[src/rtl/reg_alu_pkg.sv]
// Opcode and FSM state encodings shared by reg_alu_pipe and its bench.
package reg_alu_pkg;

  localparam logic [2:0] OP_ADD  = 3'b000;
  localparam logic [2:0] OP_SUB  = 3'b001;
  localparam logic [2:0] OP_AND  = 3'b010;
  localparam logic [2:0] OP_OR   = 3'b011;
  localparam logic [2:0] OP_XOR  = 3'b100;
  localparam logic [2:0] OP_ADC  = 3'b101;
  localparam logic [2:0] OP_MUL  = 3'b110;
  localparam logic [2:0] OP_LOAD = 3'b111;

  localparam logic ST_RUN      = 1'b0;
  localparam logic ST_MUL_BUSY = 1'b1;

endpackage

[src/rtl/mul_seq.sv]
// Shift-add multiplier, one multiplier bit per cycle; keeps the low WIDTH bits.
module mul_seq #(
  parameter int WIDTH = 16
) (
  input  logic             clk,
  input  logic             reset,
  input  logic             start,
  input  logic [WIDTH-1:0] a,
  input  logic [WIDTH-1:0] b,
  output logic             busy,
  output logic             done,
  output logic [WIDTH-1:0] product
);

  localparam int CNT_W = $clog2(WIDTH + 1);

  logic [CNT_W-1:0] cnt_q;
  logic [WIDTH-1:0] mcand_q;
  logic [WIDTH-1:0] mplier_q;
  logic [WIDTH-1:0] acc_q;
  logic [WIDTH-1:0] acc_step;

  assign acc_step = acc_q + (mplier_q[0] ? mcand_q : '0);

  always_ff @(posedge clk) begin
    if (reset) begin
      cnt_q    <= '0;
      mcand_q  <= '0;
      mplier_q <= '0;
      acc_q    <= '0;
    end else if (start) begin
      cnt_q    <= CNT_W'(WIDTH);
      mcand_q  <= a;
      mplier_q <= b;
      acc_q    <= '0;
    end else if (cnt_q != '0) begin
      cnt_q    <= cnt_q - CNT_W'(1);
      mcand_q  <= mcand_q << 1;
      mplier_q <= mplier_q >> 1;
      acc_q    <= acc_step;
    end
  end

  // The last partial product is folded in combinationally so the result
  // is ready on the same edge that consumes the final multiplier bit.
  assign busy    = (cnt_q != '0);
  assign done    = (cnt_q == CNT_W'(1));
  assign product = acc_step;

endmodule

[src/rtl/reg_alu_pipe.sv]
// Register file + ALU with valid/ready issue, registered writeback with bypass,
// sticky carry/zero flags and an iterative multiply.
//   state       | meaning
//   ST_RUN      | accepting one instruction per cycle
//   ST_MUL_BUSY | multiply in flight, issue stalled
module reg_alu_pipe
  import reg_alu_pkg::*;
#(
  parameter int WIDTH  = 16,
  parameter int DEPTH  = 8,
  parameter int ADDR_W = $clog2(DEPTH)
) (
  input  logic              clk,
  input  logic              reset,
  input  logic              instr_valid,
  output logic              instr_ready,
  input  logic [2:0]        op,
  input  logic [ADDR_W-1:0] rd_addr_a,
  input  logic [ADDR_W-1:0] rd_addr_b,
  input  logic [ADDR_W-1:0] wr_addr,
  input  logic [WIDTH-1:0]  d_in,
  output logic              wb_valid,
  output logic [ADDR_W-1:0] wb_addr,
  output logic [WIDTH-1:0]  wb_data,
  output logic              cout,
  output logic              zero,
  input  logic [ADDR_W-1:0] dbg_addr,
  output logic [WIDTH-1:0]  dbg_data
);

  logic [WIDTH-1:0]  rf_q [DEPTH];
  logic              state_q, state_d;
  logic              wb_valid_q, wb_valid_d;
  logic [ADDR_W-1:0] wb_addr_q, wb_addr_d;
  logic [WIDTH-1:0]  wb_data_q, wb_data_d;
  logic              cout_q, cout_d;
  logic              zero_q, zero_d;
  logic [ADDR_W-1:0] mul_dest_q;

  logic              accept, mul_start, mul_busy, mul_done;
  logic [WIDTH-1:0]  mul_product;
  logic [WIDTH-1:0]  op_a, op_b, alu_r;
  logic              alu_c, alu_arith;
  logic [WIDTH:0]    add_w, sub_w;

  assign instr_ready = (state_q == ST_RUN);
  assign accept      = instr_valid && instr_ready;

  always_comb begin
    op_a = rf_q[rd_addr_a];
    op_b = rf_q[rd_addr_b];
    if (wb_valid_q && (wb_addr_q == rd_addr_a)) op_a = wb_data_q;
    if (wb_valid_q && (wb_addr_q == rd_addr_b)) op_b = wb_data_q;
  end

  assign add_w = {1'b0, op_a} + {1'b0, op_b} + {{WIDTH{1'b0}}, (op == OP_ADC) && cout_q};
  assign sub_w = {1'b0, op_a} - {1'b0, op_b};

  always_comb begin
    alu_r     = d_in;
    alu_c     = cout_q;
    alu_arith = 1'b0;
    case (op)
      OP_ADD, OP_ADC: begin alu_r = add_w[WIDTH-1:0]; alu_c = add_w[WIDTH]; alu_arith = 1'b1; end
      OP_SUB:         begin alu_r = sub_w[WIDTH-1:0]; alu_c = ~sub_w[WIDTH]; alu_arith = 1'b1; end
      OP_AND:         alu_r = op_a & op_b;
      OP_OR:          alu_r = op_a | op_b;
      OP_XOR:         alu_r = op_a ^ op_b;
      default:        alu_r = d_in;
    endcase
  end

  always_comb begin
    state_d    = state_q;
    wb_valid_d = 1'b0;
    wb_addr_d  = wb_addr_q;
    wb_data_d  = wb_data_q;
    cout_d     = cout_q;
    zero_d     = zero_q;
    mul_start  = 1'b0;
    if (state_q == ST_MUL_BUSY) begin
      if (mul_done) begin
        wb_valid_d = 1'b1;
        wb_addr_d  = mul_dest_q;
        wb_data_d  = mul_product;
        zero_d     = (mul_product == '0);
        state_d    = ST_RUN;
      end else if (!mul_busy) begin
        state_d = ST_RUN;
      end
    end else if (accept) begin
      if (op == OP_MUL) begin
        mul_start = 1'b1;
        state_d   = ST_MUL_BUSY;
      end else begin
        wb_valid_d = 1'b1;
        wb_addr_d  = wr_addr;
        wb_data_d  = alu_r;
        if (op != OP_LOAD) zero_d = (alu_r == '0);
        if (alu_arith)     cout_d = alu_c;
      end
    end
  end

  always_ff @(posedge clk) begin
    if (reset) begin
      for (int i = 0; i < DEPTH; i++) rf_q[i] <= '0;
      state_q    <= ST_RUN;
      wb_valid_q <= 1'b0;
      wb_addr_q  <= '0;
      wb_data_q  <= '0;
      cout_q     <= 1'b0;
      zero_q     <= 1'b0;
      mul_dest_q <= '0;
    end else begin
      if (wb_valid_q) rf_q[wb_addr_q] <= wb_data_q;
      state_q    <= state_d;
      wb_valid_q <= wb_valid_d;
      wb_addr_q  <= wb_addr_d;
      wb_data_q  <= wb_data_d;
      cout_q     <= cout_d;
      zero_q     <= zero_d;
      if (mul_start) mul_dest_q <= wr_addr;
    end
  end

  mul_seq #(.WIDTH(WIDTH)) u_mul (
    .clk     (clk),
    .reset   (reset),
    .start   (mul_start),
    .a       (op_a),
    .b       (op_b),
    .busy    (mul_busy),
    .done    (mul_done),
    .product (mul_product)
  );

  assign wb_valid = wb_valid_q;
  assign wb_addr  = wb_addr_q;
  assign wb_data  = wb_data_q;
  assign cout     = cout_q;
  assign zero     = zero_q;
  assign dbg_data = rf_q[dbg_addr];

endmodule

[config.mk]
export PLATFORM = sky130hd
export DESIGN_NAME = reg_alu_pipe
export DESIGN_NICKNAME = d
export VERILOG_FILES = /design/src/rtl/reg_alu_pkg.sv /design/src/rtl/mul_seq.sv /design/src/rtl/reg_alu_pipe.sv
export SDC_FILE = /design/constraint.sdc
export NUM_CORES = 1
export LEC_CHECK = 0
export CORE_MARGIN = 1.5
export CORE_UTILIZATION = 65
export CTS_CLUSTER_SIZE = 28
export DETAILED_ROUTE_END_ITERATION = 7
export HOLD_SLACK_MARGIN = 0.12
export PLACE_DENSITY_LB_ADDON = 0.2
export SYNTH_ARGS = -nofsm -noshare
export SYNTH_HDL_FRONTEND = slang
export SYNTH_SLANG_ARGS = --single-unit
[constraint.sdc]
create_clock -name clk -period 8.9 [get_ports clk]
set_clock_uncertainty 0.2 [all_clocks]
set_input_delay 1.78 -clock clk [delete_from_list [all_inputs] [get_ports clk]]
set_output_delay 1.78 -clock clk [all_outputs]
set_load 0.02 [all_outputs]
# Word-level counts from Yosys, hierarchy flattened
# Memories as Yosys holds them, arrays and structs flattened.
# Index checks and enable logic that the tools add are counted.
[classes] addsub=5 multipliers=0 div=0 magnitude_cmp=0 eq_ne=12 n_shift=0 muxes=43 bitwise=6 n_reduce_logical=19
[ops] cell="16-bit two-way mux" n=12
[ops] cell="16-bit one-hot mux with 5 select lines" n=1
[ops] cell="16-bit logical NOT" n=2
[ops] cell="1-bit two-way mux" n=22
[ops] cell="16-bit by 16-bit adder with 17-bit output" n=1
[ops] cell="17-bit by 1-bit adder with 17-bit output" n=1
[ops] cell="16-bit by 16-bit subtractor with 17-bit output" n=1
[ops] cell="16-bit adder" n=1
[ops] cell="16-bit AND" n=1
[ops] cell="16-bit bitwise OR" n=1
[ops] cell="16-bit OR reduction" n=1
[ops] cell="16-bit XOR" n=1
[ops] cell="3-bit two-way mux" n=5
[ops] cell="5-bit two-way mux" n=2
[ops] cell="3-bit equality test (second input constant)" n=3
[ops] cell="2-bit nonzero test" n=4
[ops] cell="3-bit by 2-bit equality test with 1-bit output (second input constant)" n=2
[ops] cell="3-bit equality test" n=2
[ops] cell="5-bit by 1-bit equality test with 1-bit output (second input constant)" n=1
[ops] cell="5-bit AND reduction" n=1
[ops] cell="5-bit nonzero test" n=1
[ops] cell="5-bit by 1-bit subtractor with 5-bit output (second input constant)" n=1
[ops] cell="1-bit logical AND" n=4
[ops] cell="4-bit AND reduction" n=1
[ops] cell="other kinds (10)" n=13
[word_totals] ff_bits=79 latch_bits=0 ram_bits=128 romBits=0 in_bits=34 out_inout_bits=39 wordCells=98 n_memories=1
[mem_list] memory="rf_q" words=8 width=16 read_ports=3 rd_clocked_by_memory_dff=0 write_ports=8 line_no="reg_alu_pipe.sv:31" text="logic [WIDTH-1:0] rf_q [DEPTH];"

# Depth between registers and ports, before layout
# Gate-level depths: netlist of run 1.
[logic_depth] depth_word=11 mapped_depth=20 ltp_nobuf=18

# Hierarchy
# A second synthesis of run 1 with hierarchy kept.
[unflattened] cells_unflattened=1549 hier_area_um2=15115.7
[by_module_without_submodules] mod="reg_alu_pipe" instances=1 cells_each=1121 area_each_um2=12024.0 seq_area_each_um2=4364.2
[by_module_without_submodules] mod="mul_seq" instances=1 cells_each=428 area_each_um2=3091.7 seq_area_each_um2=1061.0

# Worst setup path after synthesis of run 1
# Ideal clock, no wire load.
[synth_timing] path_type="input port to flip-flop" startpoint="input rd_addr_a[0]" endpoint="register zero_q (netlist: zero)" setup_time_ps=96 arrival_time_ps=6432 t_required_ps=8604 slack_ps=2172 path_stages=19 path_buffers=2 cell_sequence="clkbuf_1 > buf_1 > mux4_2 > mux2i_1 > nand2_1 > o21ai_0 > fa_1 > fa_1 > o21ba_1 > nor4_1 > nor2_1 > o211a_1 > a221o_1 > nor4b_1 > o31ai_1 > nor3_1 > nand4_1 > or3b_1 > o41ai_2"
[synth_via] elab_chain_cells=11
[synth_rtl] item="from (decl)" line_no="reg_alu_pipe.sv:18" text="input logic [ADDR_W-1:0] rd_addr_a,"
[synth_rtl] item="branches (longest 2 deep; another with memory 8 x 16 bit)"
[synth_rtl] item="16-bit two-way mux *" line_no="reg_alu_pipe.sv:52" text="if (wb_valid_q && (wb_addr_q == rd_addr_a)) op_a = wb_data_q;"
[synth_rtl] item="16-bit by 16-bit adder with 17-bit output" line_no="reg_alu_pipe.sv:56" text="assign add_w = {1'b0, op_a} + {1'b0, op_b} + {{WIDTH{1'b0}}, (op == OP_ADC) && cout_q};"
[synth_rtl] item="17-bit by 1-bit adder with 17-bit output" line_no="reg_alu_pipe.sv:56"
[synth_rtl] item="16-bit one-hot mux with 5 select lines *" line_no="reg_alu_pipe.sv:63" text="case (op)"
[synth_rtl] item="16-bit logical NOT *" line_no="reg_alu_pipe.sv:99" text="if (op != OP_LOAD) zero_d = (alu_r == '0);"
[synth_rtl] item="1-bit two-way mux *" line_no="reg_alu_pipe.sv:99"
[synth_rtl] item="1-bit two-way mux *" line_no="reg_alu_pipe.sv:92" text="if (op == OP_MUL) begin"
[synth_rtl] item="1-bit two-way mux *" line_no="reg_alu_pipe.sv:91" text="end else if (accept) begin"
[synth_rtl] item="1-bit two-way mux *" line_no="reg_alu_pipe.sv:81" text="if (state_q == ST_MUL_BUSY) begin"
[synth_rtl] item="to (signal assigned)" line_no="reg_alu_pipe.sv:122" text="zero_q <= zero_d;"
[synth_rtl] item="to (decl)" line_no="reg_alu_pipe.sv:37" text="logic zero_q, zero_d;"
# Mark *: on every way between the ends. The select of a mux whose other input is x is not followed.
# A chain may end at the register's enable or synchronous reset.

# Worst setup path after layout of run 1
[layout_timing] startpoint="input rd_addr_b[1]" endpoint="register zero_q (netlist: zero)"
[layout_via] elab_chain_cells=11
[layout_rtl] item="from (decl)" line_no="reg_alu_pipe.sv:19" text="input logic [ADDR_W-1:0] rd_addr_b,"
[layout_rtl] item="branches (longest 2 deep; another with memory 8 x 16 bit)"
[layout_rtl] item="16-bit two-way mux *" line_no="reg_alu_pipe.sv:53" text="if (wb_valid_q && (wb_addr_q == rd_addr_b)) op_b = wb_data_q;"
[layout_rtl] item="16-bit by 16-bit adder with 17-bit output" line_no="reg_alu_pipe.sv:56"
[layout_rtl] item="17-bit by 1-bit adder with 17-bit output" line_no="reg_alu_pipe.sv:56"
[layout_rtl] item="16-bit one-hot mux with 5 select lines *" line_no="reg_alu_pipe.sv:63"
[layout_rtl] item="16-bit logical NOT *" line_no="reg_alu_pipe.sv:99"
[layout_rtl] item="1-bit two-way mux *" line_no="reg_alu_pipe.sv:99"
[layout_rtl] item="1-bit two-way mux *" line_no="reg_alu_pipe.sv:92"
[layout_rtl] item="1-bit two-way mux *" line_no="reg_alu_pipe.sv:91"
[layout_rtl] item="1-bit two-way mux *" line_no="reg_alu_pipe.sv:81"
# Marked as above.

==> out/results.tsv, run 1 <==
metric	value	unit
die width	154	µm
achievable clock frequency	133	MHz
total detailed-routing wirelength	47000	µm
share of post-route cells with drive strength above 1	14.5	%
PnR worst setup slack	1410	ps
Hold WC Path Type	reg2reg	
total of endpoints with negative setup slack in the final report	0	
data arrival time of the worst path	7720	ps
clock latency on the worst-skew pair	540	ps
number of synthesized register bits	207	
number of nets still failing antenna checks after routing	0	
worst-case vdd ir drop	0.355	mV
total setup buffers inserted after CTS	0	
most instantiated library cell after synthesis	nor2_1	
RSZ-0062 raised after global routing	no	
Synth-to-Final Area Change	11.8	%
initial antenna violation count	0	
sum of negative setup slack	0	ps
final weighted congestion of routability-driven global placement	0.994	
final-stage net count	1616	
Yosys warnings	0	
cell count after synthesis	1499	
post-placement setup slack	1130	ps
static leakage	6.29	nW
initial core utilization	65.9	%
TritonRoute pass-1 iters	5	
hold violation count in the final report	0	
synthesized area per cell	9.93	µm²
cts bufs inserted	24	
count of buffers inserted at the top-level ports	72	
maximum net fanout on the critical path	32	
CTS Root Buffer Type	clkbuf_16	
average vias per placed instance	7.04	
PD cells	202	mW/mm²
total power of the final layout	3.37	mW
worst setup path category	in2reg	
share of the core filled with cells	73.8	%
min cycle time layout	7490	ps
gr ovfl total	0	
diode count	0	
hold slack final	261	ps
DR WL/cell	26.0	µm
vias after detailed routing	12762	
core box area	0.0226	mm²
endpoint required time on the critical path	9120	ps
clock sink count	207	
via count of the first global-routing pass	12229	
H-tree level count	1	
sort of element at the start of the critical path	input pin	
TritonCTS clock tree	built	
overall track demand over capacity in global routing	39.5	%
number of nets in the synthesized netlist	1606	
wire length of the first global-routing pass	71500	µm
Hold-fix buffers, CTS	0	
post-synth top area share	25.8	%
kind of end point of the critical path	register	
register-to-register setup slack	2640	ps
R2R Path End	zero$_SDFFE_PP0P_	
maximum number of pins on one net before global-route repair	72	
initial drt markers	1490	
DRC errors left	0	
Core Rows	55	
Synth Cell Area	0.0149	mm²
asr flop ratio synth	0	%
half-perimeter wire length after detailed placement	31300	µm
CTS clock-pin slew for the worst setup and hold paths	70	ps
status	finished clean	
max-capacitance violation count	0	
number of distinct library cells after synthesis	80	
commonest cells in the synthesized netlist	139 x nor2_1, 133 x and2_1, 132 x nand2_1	
main area contributors after synthesis	edfxtp_1 26%, mux4_2 15%, dfxtp_1 11%, ha_1 5.9%, and2_1 5.6%	
r2r startpoint	wb_addr[2]$_SDFFE_PP0P_	
clock buffer depth	3	
Chip Height	154	µm
die area	0.0238	mm²
Synth area leader	edfxtp_1	
post-cts sizing count	0	
max-slew violation count	0	
worst r2r path cells	19	
post-route clock period utilization	84.2	%
end point of the critical path	zero$_SDFFE_PP0P_	
Least-Margin Pin Slew	1070	ps
Slew Limit Headroom	28.5	%
Setup crit start	rd_addr_b[1]	
predominant post-synthesis flop cell	edfxtp_1	
count of flip-flops with a built-in enable after synthesis	128	
share of synthesized area occupied by flip-flops and latches	36.4	%
Ports	73	
## where the power goes
| group | switching [mW] | total (mW) | internal, mW |
|---|---|---|---|
| Combinational | 0.670 | 1.05 | 0.381 |
| Sequential | 0.0916 | 1.18 | 1.09 |
| Clock | 0.430 | 1.14 | 0.709 |
| Total | 1.19 | 3.37 | 2.18 |
## flip-flops by register name, indices dropped and copies added, names as in the netlist, 3 cells and up
register,flops
u_mul.mcand_q,16
wb_data,16
u_mul.mplier_q,16
u_mul.acc_q,16
u_mul.cnt_q,5
rf_q,128
mul_dest_q,3
wb_addr,3
## critical path, cell delays in order
cell and delay, ps:
clkdlybuf4s50_1 500, buf_4 450, mux4_2 300, mux2i_1 90, a21oi_1 370, inv_1 140
fa_1 430, fa_1 500, o21ba_1 230, nor4_1 390, o21bai_1 220, o41ai_1 670
o41a_1 290, a21o_1 170, a211oi_1 80, o221ai_1 340, nand4_1 130, or3b_1 400
o41ai_2 210
## per-stage QoR
stage,std cells,area (µm²)
3_5_place_dp,1768,15700
3_3_place_gp,1768,15700
4_1_cts,1812,16600
5_1_grt,1812,16600
2_1_floorplan,1499,14900
6_report,1812,16600
## layout make-up
| cell class | instances | area, µm² |
|---|---|---|
| Clock inverter | 19 | 298 |
| Tap cell | 285 | 357 |
| Fill cell | 1554 | 5920 |
| Multi-Input combinational cell | 1107 | 8760 |
| Inverter | 64 | 240 |
| Clock buffer | 25 | 614 |
| Timing Repair Buffer | 105 | 948 |
| Sequential cell | 207 | 5430 |
## placed cells by master (no fill, tap or decap), types with 8 or more instances in the layout
cell,netlist,routed
mux2i_1,42,42
a211oi_1,24,24
mux2_2,17,17
nand4_1,8,8
o211ai_1,11,11
and2_1,133,133
ha_1,70,70
a21oi_1,102,102
nand2b_1,14,14
or2_2,12,12
a22oi_1,10,10
a311oi_1,32,32
nor4_1,9,9
clkdlybuf4s50_1,0,68
nor2_1,139,139
clkbuf_16,0,24
nor3_1,39,39
nand2_1,132,132
xnor2_1,25,25
o21ai_0,42,41
edfxtp_1,128,128
dfxtp_1,79,79
nand3_1,14,13
o21a_1,8,8
o22ai_1,13,13
buf_4,0,33
mux4_2,96,96
inv_1,55,55
## worst min-delay path by stage
stage | depth (start not counted) | slack (ps) | from | end
after detailed placement | 2 | 250 | mul_dest_q[0]$_SDFFE_PP0P_ | mul_dest_q[0]$_SDFFE_PP0P_
final | 2 | 260 | u_mul.acc_q[5]$_SDFFE_PP0P_ | u_mul.acc_q[5]$_SDFFE_PP0P_
after global placement | 2 | 240 | mul_dest_q[0]$_SDFFE_PP0P_ | mul_dest_q[0]$_SDFFE_PP0P_
after global routing | 2 | 270 | u_mul.acc_q[11]$_SDFFE_PP0P_ | u_mul.acc_q[11]$_SDFFE_PP0P_
after floorplan | 2 | 240 | mul_dest_q[0]$_SDFFE_PP0P_ | mul_dest_q[0]$_SDFFE_PP0P_
after CTS | 2 | 260 | u_mul.acc_q[11]$_SDFFE_PP0P_ | u_mul.acc_q[11]$_SDFFE_PP0P_
## logic make-up (layout without fill, tap and decap cells)
group	count (synthesis)	count (layout)	share of synthesized area (%)
fa+ha+maj	73	73	6.29
flops	207	207	36.4
buf+inv	185	213	4.76
mux	157	157	18.9
simple gates	529	529	17.4
xor+xnor	29	29	1.83
compound gates	319	319	14.4
## per-layer routing
layer  GRT usage (%)  vias to the layer above  share of wire (%)
li1                -                     5541                  -
met3            7.00                      146                 12
met4            17.2                        0                4.2
met2            62.9                      878                 46
met1            53.8                     6197                 38
met5               0                        -                  0
Note: power is estimated with default switching activity, not from simulation.
==> run 2: changes to the inputs <==
--- a/config.mk
+++ b/config.mk
@@ -6,7 +6,7 @@
 export NUM_CORES = 1
 export LEC_CHECK = 0
 export CORE_MARGIN = 1.5
-export CORE_UTILIZATION = 65
+export CORE_UTILIZATION = 56
 export CTS_CLUSTER_SIZE = 28
 export DETAILED_ROUTE_END_ITERATION = 7
 export HOLD_SLACK_MARGIN = 0.12
==> constraint.sdc (replaced) <==
create_clock -name clk -period 6.09 [get_ports clk]
set_clock_uncertainty 0.2 [all_clocks]
set_input_delay 1.218 -clock clk [delete_from_list [all_inputs] [get_ports clk]]
set_output_delay 1.218 -clock clk [all_outputs]
set_load 0.02 [all_outputs]
==> out/results.tsv, run 2 (synthesis results as in run 1) <==
metric	value	unit
max-slew violation count	0	
total detailed-routing wirelength	48800	µm
number of flip-flops under the largest register name	128	
min cycle time layout	5960	ps
TritonRoute pass-1 iters	6	
half-perimeter wire length after detailed placement	34400	µm
stage delay of the slowest cell on the critical path	550	ps
clock buffer depth	3	
clock sink count	207	
worst setup path category	in2reg	
PD cells	280	mW/mm²
sum of negative setup slack	0	ps
Slew Limit Headroom	33.9	%
vias after detailed routing	12954	
CTS Root Buffer Type	clkbuf_16	
most common cell after layout, fill and taps aside	nor2_1	
cts bufs inserted	24	
endpoint required time on the critical path	6340	ps
Synth-to-Final Area Change	16.9	%
TritonCTS clock tree	built	
CTS clock-pin slew for the worst setup and hold paths	60	ps
via count of the first global-routing pass	12537	
maximum net fanout on the critical path	4	
worst-case vdd ir drop	0.426	mV
Least-Margin Pin Slew	988	ps
multi-input gate area in the final layout	0.00878	mm²
cell class contributing the biggest share of worst-path delay	compound AO/OA/AOI/OAI gates	
Chip Height	166	µm
clock latency on the worst-skew pair	540	ps
critical path's slowest cell	clkdlybuf4s50_1	
overall track demand over capacity in global routing	35.1	%
initial core utilization	57.1	%
share of post-route cells with drive strength above 1	19.7	%
count of buffers inserted at the top-level ports	72	
average vias per placed instance	6.59	
Ports	73	
post-route clock period utilization	97.9	%
gr ovfl total	0	
data arrival time of the worst path	6210	ps
initial antenna violation count	1	
DRC errors left	0	
maximum number of pins on one net before global-route repair	59	
register-to-register setup slack	770	ps
hold violation count in the final report	0	
core box area	0.0261	mm²
total of endpoints with negative setup slack in the final report	0	
number of nets still failing antenna checks after routing	0	
kind of end point of the critical path	register	
Hold WC Path Type	reg2reg	
diode count	0	
RSZ-0062 raised after global routing	no	
max-capacitance violation count	0	
final weighted congestion of routability-driven global placement	0.971	
fill cell total of the finished layout	2044	
status	finished clean	
achievable clock frequency	168	MHz
sort of element at the start of the critical path	input pin	
total power of the final layout	4.88	mW
sum of buffers and inverters on the critical path	5	
top register by number of flip-flops	rf_q	
die width	166	µm
Core Rows	59	
ordered list of cells on the worst path	clkdlybuf4s50_1 > buf_4 > mux4_2 > mux2_2 > mux2i_4 > inv_1 > ha_1 > o21bai_1 > a21oi_1 > o21bai_1 > a2111oi_1 > buf_4 > o41ai_1 > buf_4 > or4_1 > and3_1 > o21bai_1 > nand2_1 > a21oi_1 > o22ai_1	
final-stage net count	1720	
wire length of the first global-routing pass	74500	µm
initial drt markers	1541	
static leakage	6.76	nW
H-tree level count	1	
most used cells in the layout excluding fill and tap cells	139 x nor2_1, 135 x buf_4, 133 x and2_1, 132 x nand2_1, 128 x edfxtp_1	
register area	0.00543	mm²
DR WL/cell	24.8	µm
die area	0.0276	mm²
## run 2: worst reg2reg max path, stage by stage (launching register included)
cell     delay (ps)
dfxtp_1         700
xnor2_1         190
nand4_1         180
nand2_1          90
o21ai_0         190
fa_1            530
fa_1            480
o21ba_1         220
nor4_1          180
buf_4           170
nor2_1           50
o211a_1         220
a221o_1         340
nor4b_1         390
buf_4           180
o31ai_1          60
nor3_1          190
nand4_1         110
or3b_1          380
o41ai_2         190
## run 2: what timing repair did
item                                    in CTS  in global routing
hold endpoints to repair                     0                  0
hold buffers                                 0                  0
buffers inserted                             0                  0
resized for setup                            0                  4
endpoints found under the setup margin       0                  3
## run 2: final timing paths
kind,start,to,depth (start not counted)
setup reg to reg,wb_addr[0]$_SDFFE_PP0P_,zero$_SDFFE_PP0P_,19
setup / recovery,rd_addr_a[1],wb_data[9]$_SDFFE_PP0P_,20
hold / removal,u_mul.acc_q[4]$_SDFFE_PP0P_,u_mul.acc_q[4]$_SDFFE_PP0P_,2
hold reg to reg,u_mul.acc_q[4]$_SDFFE_PP0P_,u_mul.acc_q[4]$_SDFFE_PP0P_,2
## run 2: power by group
part | internal (mW) | switching [mW]
Sequential | 1.59 | 0.128
Clock | 0.841 | 0.604
Combinational | 0.698 | 1.02
Total | 3.13 | 1.75
## run 2: area by class of cell
| class | instances | share of cell area, % |
|---|---|---|
| Multi-Input combinational cell | 1107 | 50.4 |
| Timing Repair Buffer | 209 | 10.1 |
| Clock inverter | 8 | 0.546 |
| Inverter | 64 | 1.38 |
| Clock buffer | 36 | 4.00 |
| Sequential cell | 207 | 31.2 |
| Tap cell | 335 | 2.41 |
## run 2: routing by layer
| layer | up-vias | routed length, µm | GRT usage (%) | share of wire, % |
|---|---|---|---|---|
| met3 | 129 | 4380 | 4.03 | 9.0 |
| met4 | 0 | 1960 | 15.0 | 4.0 |
| met1 | 6304 | 20000 | 50.1 | 41 |
| met2 | 780 | 22500 | 54.5 | 46 |
| li1 | 5741 | - | - | - |
| met5 | - | 0 | 0 | 0 |
## run 2: metrics by stage
step | instance area (µm²) | util (%) | cells | hold WS, ps | setup slack, ps
floorplan | 14900 | - | 1499 | 236 | 155
global placement | 16600 | 63.7 | 1922 | 242 | -342
detailed placement | 16600 | 63.7 | 1922 | 252 | -424
CTS | 17400 | 66.8 | 1966 | 263 | 89.8
global route | 17400 | 66.8 | 1966 | 287 | 4.68
finish | 17400 | 66.8 | 1966 | 261 | 129
==> run 3: changes to the inputs <==
--- a/config.mk
+++ b/config.mk
@@ -6,7 +6,7 @@
 export NUM_CORES = 1
 export LEC_CHECK = 0
 export CORE_MARGIN = 1.5
-export CORE_UTILIZATION = 56
+export CORE_UTILIZATION = 40
 export CTS_CLUSTER_SIZE = 28
 export DETAILED_ROUTE_END_ITERATION = 7
 export HOLD_SLACK_MARGIN = 0.12
==> out/results.tsv, run 3 (synthesis results as in run 1) <==
metric	value	unit
RSZ-0062 raised after global routing	no	
clock sink count	207	
number of nets still failing antenna checks after routing	0	
status	finished clean	
final-stage net count	1713	
core box area	0.0366	mm²
via count of the first global-routing pass	12330	
Hold WC Path Type	reg2reg	
half-perimeter wire length after detailed placement	35000	µm
overall track demand over capacity in global routing	25.9	%
DR WL/cell	23.7	µm
Ports	73	
sum of negative setup slack	0	ps
H-tree level count	1	
fill cell total of the finished layout	3453	
TritonRoute pass-1 iters	5	
most used cells in the layout excluding fill and tap cells	139 x nor2_1, 133 x and2_1, 132 x nand2_1, 128 x edfxtp_1, 126 x buf_4	
static leakage	6.72	nW
number of non-filler instances in the completed layout	2093	
most common cell after layout, fill and taps aside	nor2_1	
number of flip-flops under the largest register name	128	
die width	196	µm
worst setup path category	in2reg	
achievable clock frequency	171	MHz
clock buffer depth	3	
hold violation count in the final report	0	
top register by number of flip-flops	rf_q	
sort of element at the start of the critical path	input pin	
DRC errors left	0	
kind of end point of the critical path	register	
initial antenna violation count	0	
PD cells	276	mW/mm²
share of the core filled with cells	47.7	%
post-route clock period utilization	95.8	%
Core Rows	70	
total detailed-routing wirelength	49500	µm
average vias per placed instance	5.98	
die area	0.0384	mm²
data arrival time of the worst path	6080	ps
gr ovfl total	0	
CTS Root Buffer Type	clkbuf_16	
share of post-route cells with drive strength above 1	19.3	%
cts bufs inserted	25	
max-capacitance violation count	0	
worst-case vdd ir drop	0.204	mV
number of placed instances with taps included	2047	
vias after detailed routing	12518	
Synth-to-Final Area Change	17.4	%
Slew Limit Headroom	23.6	%
Chip Height	196	µm
final weighted congestion of routability-driven global placement	0.977	
wire length of the first global-routing pass	75900	µm
worst r2r path cells	19	
maximum number of pins on one net before global-route repair	64	
TritonCTS clock tree	built	
total of endpoints with negative setup slack in the final report	0	
count of buffers inserted at the top-level ports	72	
maximum net fanout on the critical path	5	
diode count	0	
hold path cells	2	
endpoint required time on the critical path	6330	ps
total setup buffers inserted after CTS	0	
min cycle time layout	5830	ps
max-slew violation count	0	
hold slack final	259	ps
initial core utilization	40.7	%
clock latency on the worst-skew pair	560	ps
Least-Margin Pin Slew	1150	ps
initial drt markers	1069	
CTS clock-pin slew for the worst setup and hold paths	60	ps
run 3: repair_timing:
item | CTS | global route
gates resized for setup | 0 | 3
hold endpoints to repair | 0 | 0
endpoints found under the setup margin | 0 | 2
hold buffers | 0 | 0
run 3: metrics by stage:
stage               power [mW]  instance area [µm²]  setup WS, ps
global route              5.06                17500          47.1
global placement          3.42                16700          -233
floorplan                 2.77                14900           155
finish                    4.83                17500           256
detailed placement        3.43                16700          -302
CTS                       4.83                17500           207
run 3: path summary, 6_finish.rpt:
check                                           startpoint                         end  slack, ps
worst min-delay path            mul_dest_q[2]$_SDFFE_PP0P_  mul_dest_q[2]$_SDFFE_PP0P_        260
worst max register to register     wb_addr[0]$_SDFFE_PP0P_           zero$_SDFFE_PP0P_        910
worst max-delay path                          rd_addr_a[2]           zero$_SDFFE_PP0P_        260
worst min register to register  mul_dest_q[2]$_SDFFE_PP0P_  mul_dest_q[2]$_SDFFE_PP0P_        260
run 3: critical path, stage by stage:
cell             delay [ps]
clkdlybuf4s50_1         630
xnor2_1                 170
nand4_1                 220
nand2_1                 110
o21ai_0                 160
fa_1                    500
fa_1                    480
o21ba_1                 230
nor4_1                  170
buf_4                   170
o21bai_1                110
o41ai_1                 280
buf_4                   190
o41a_1                  150
a21o_1                  140
a211oi_1                 70
o221ai_1                380
nand4_1                 130
or3b_1                  380
o41ai_2                 210
run 3: layer usage:
layer / share of wire, % / track usage [%] / wire, µm
met5: 0 / 0 / 0
met4: 3.1 / 8.03 / 1530
met3: 6.5 / 2.97 / 3230
met2: 46 / 41.7 / 22600
met1: 45 / 36.8 / 22200
run 3: final cells by class:
type	instances	area [µm²]	share of cell area [%]
inverter	64	240	1.37
clock inverter	16	91.3	0.523
timing repair buffer	201	1700	9.74
sequential	207	5430	31.0
multi-input combinational	1107	8780	50.2
tap	468	586	3.35
clock buffer	30	654	3.74
run 3: report_power, final:
part | leakage [nW] | internal [mW] | switching (mW)
clock | 0.366 | 0.767 | 0.627
combinational | 4.39 | 0.685 | 1.03
sequential | 1.97 | 1.59 | 0.132
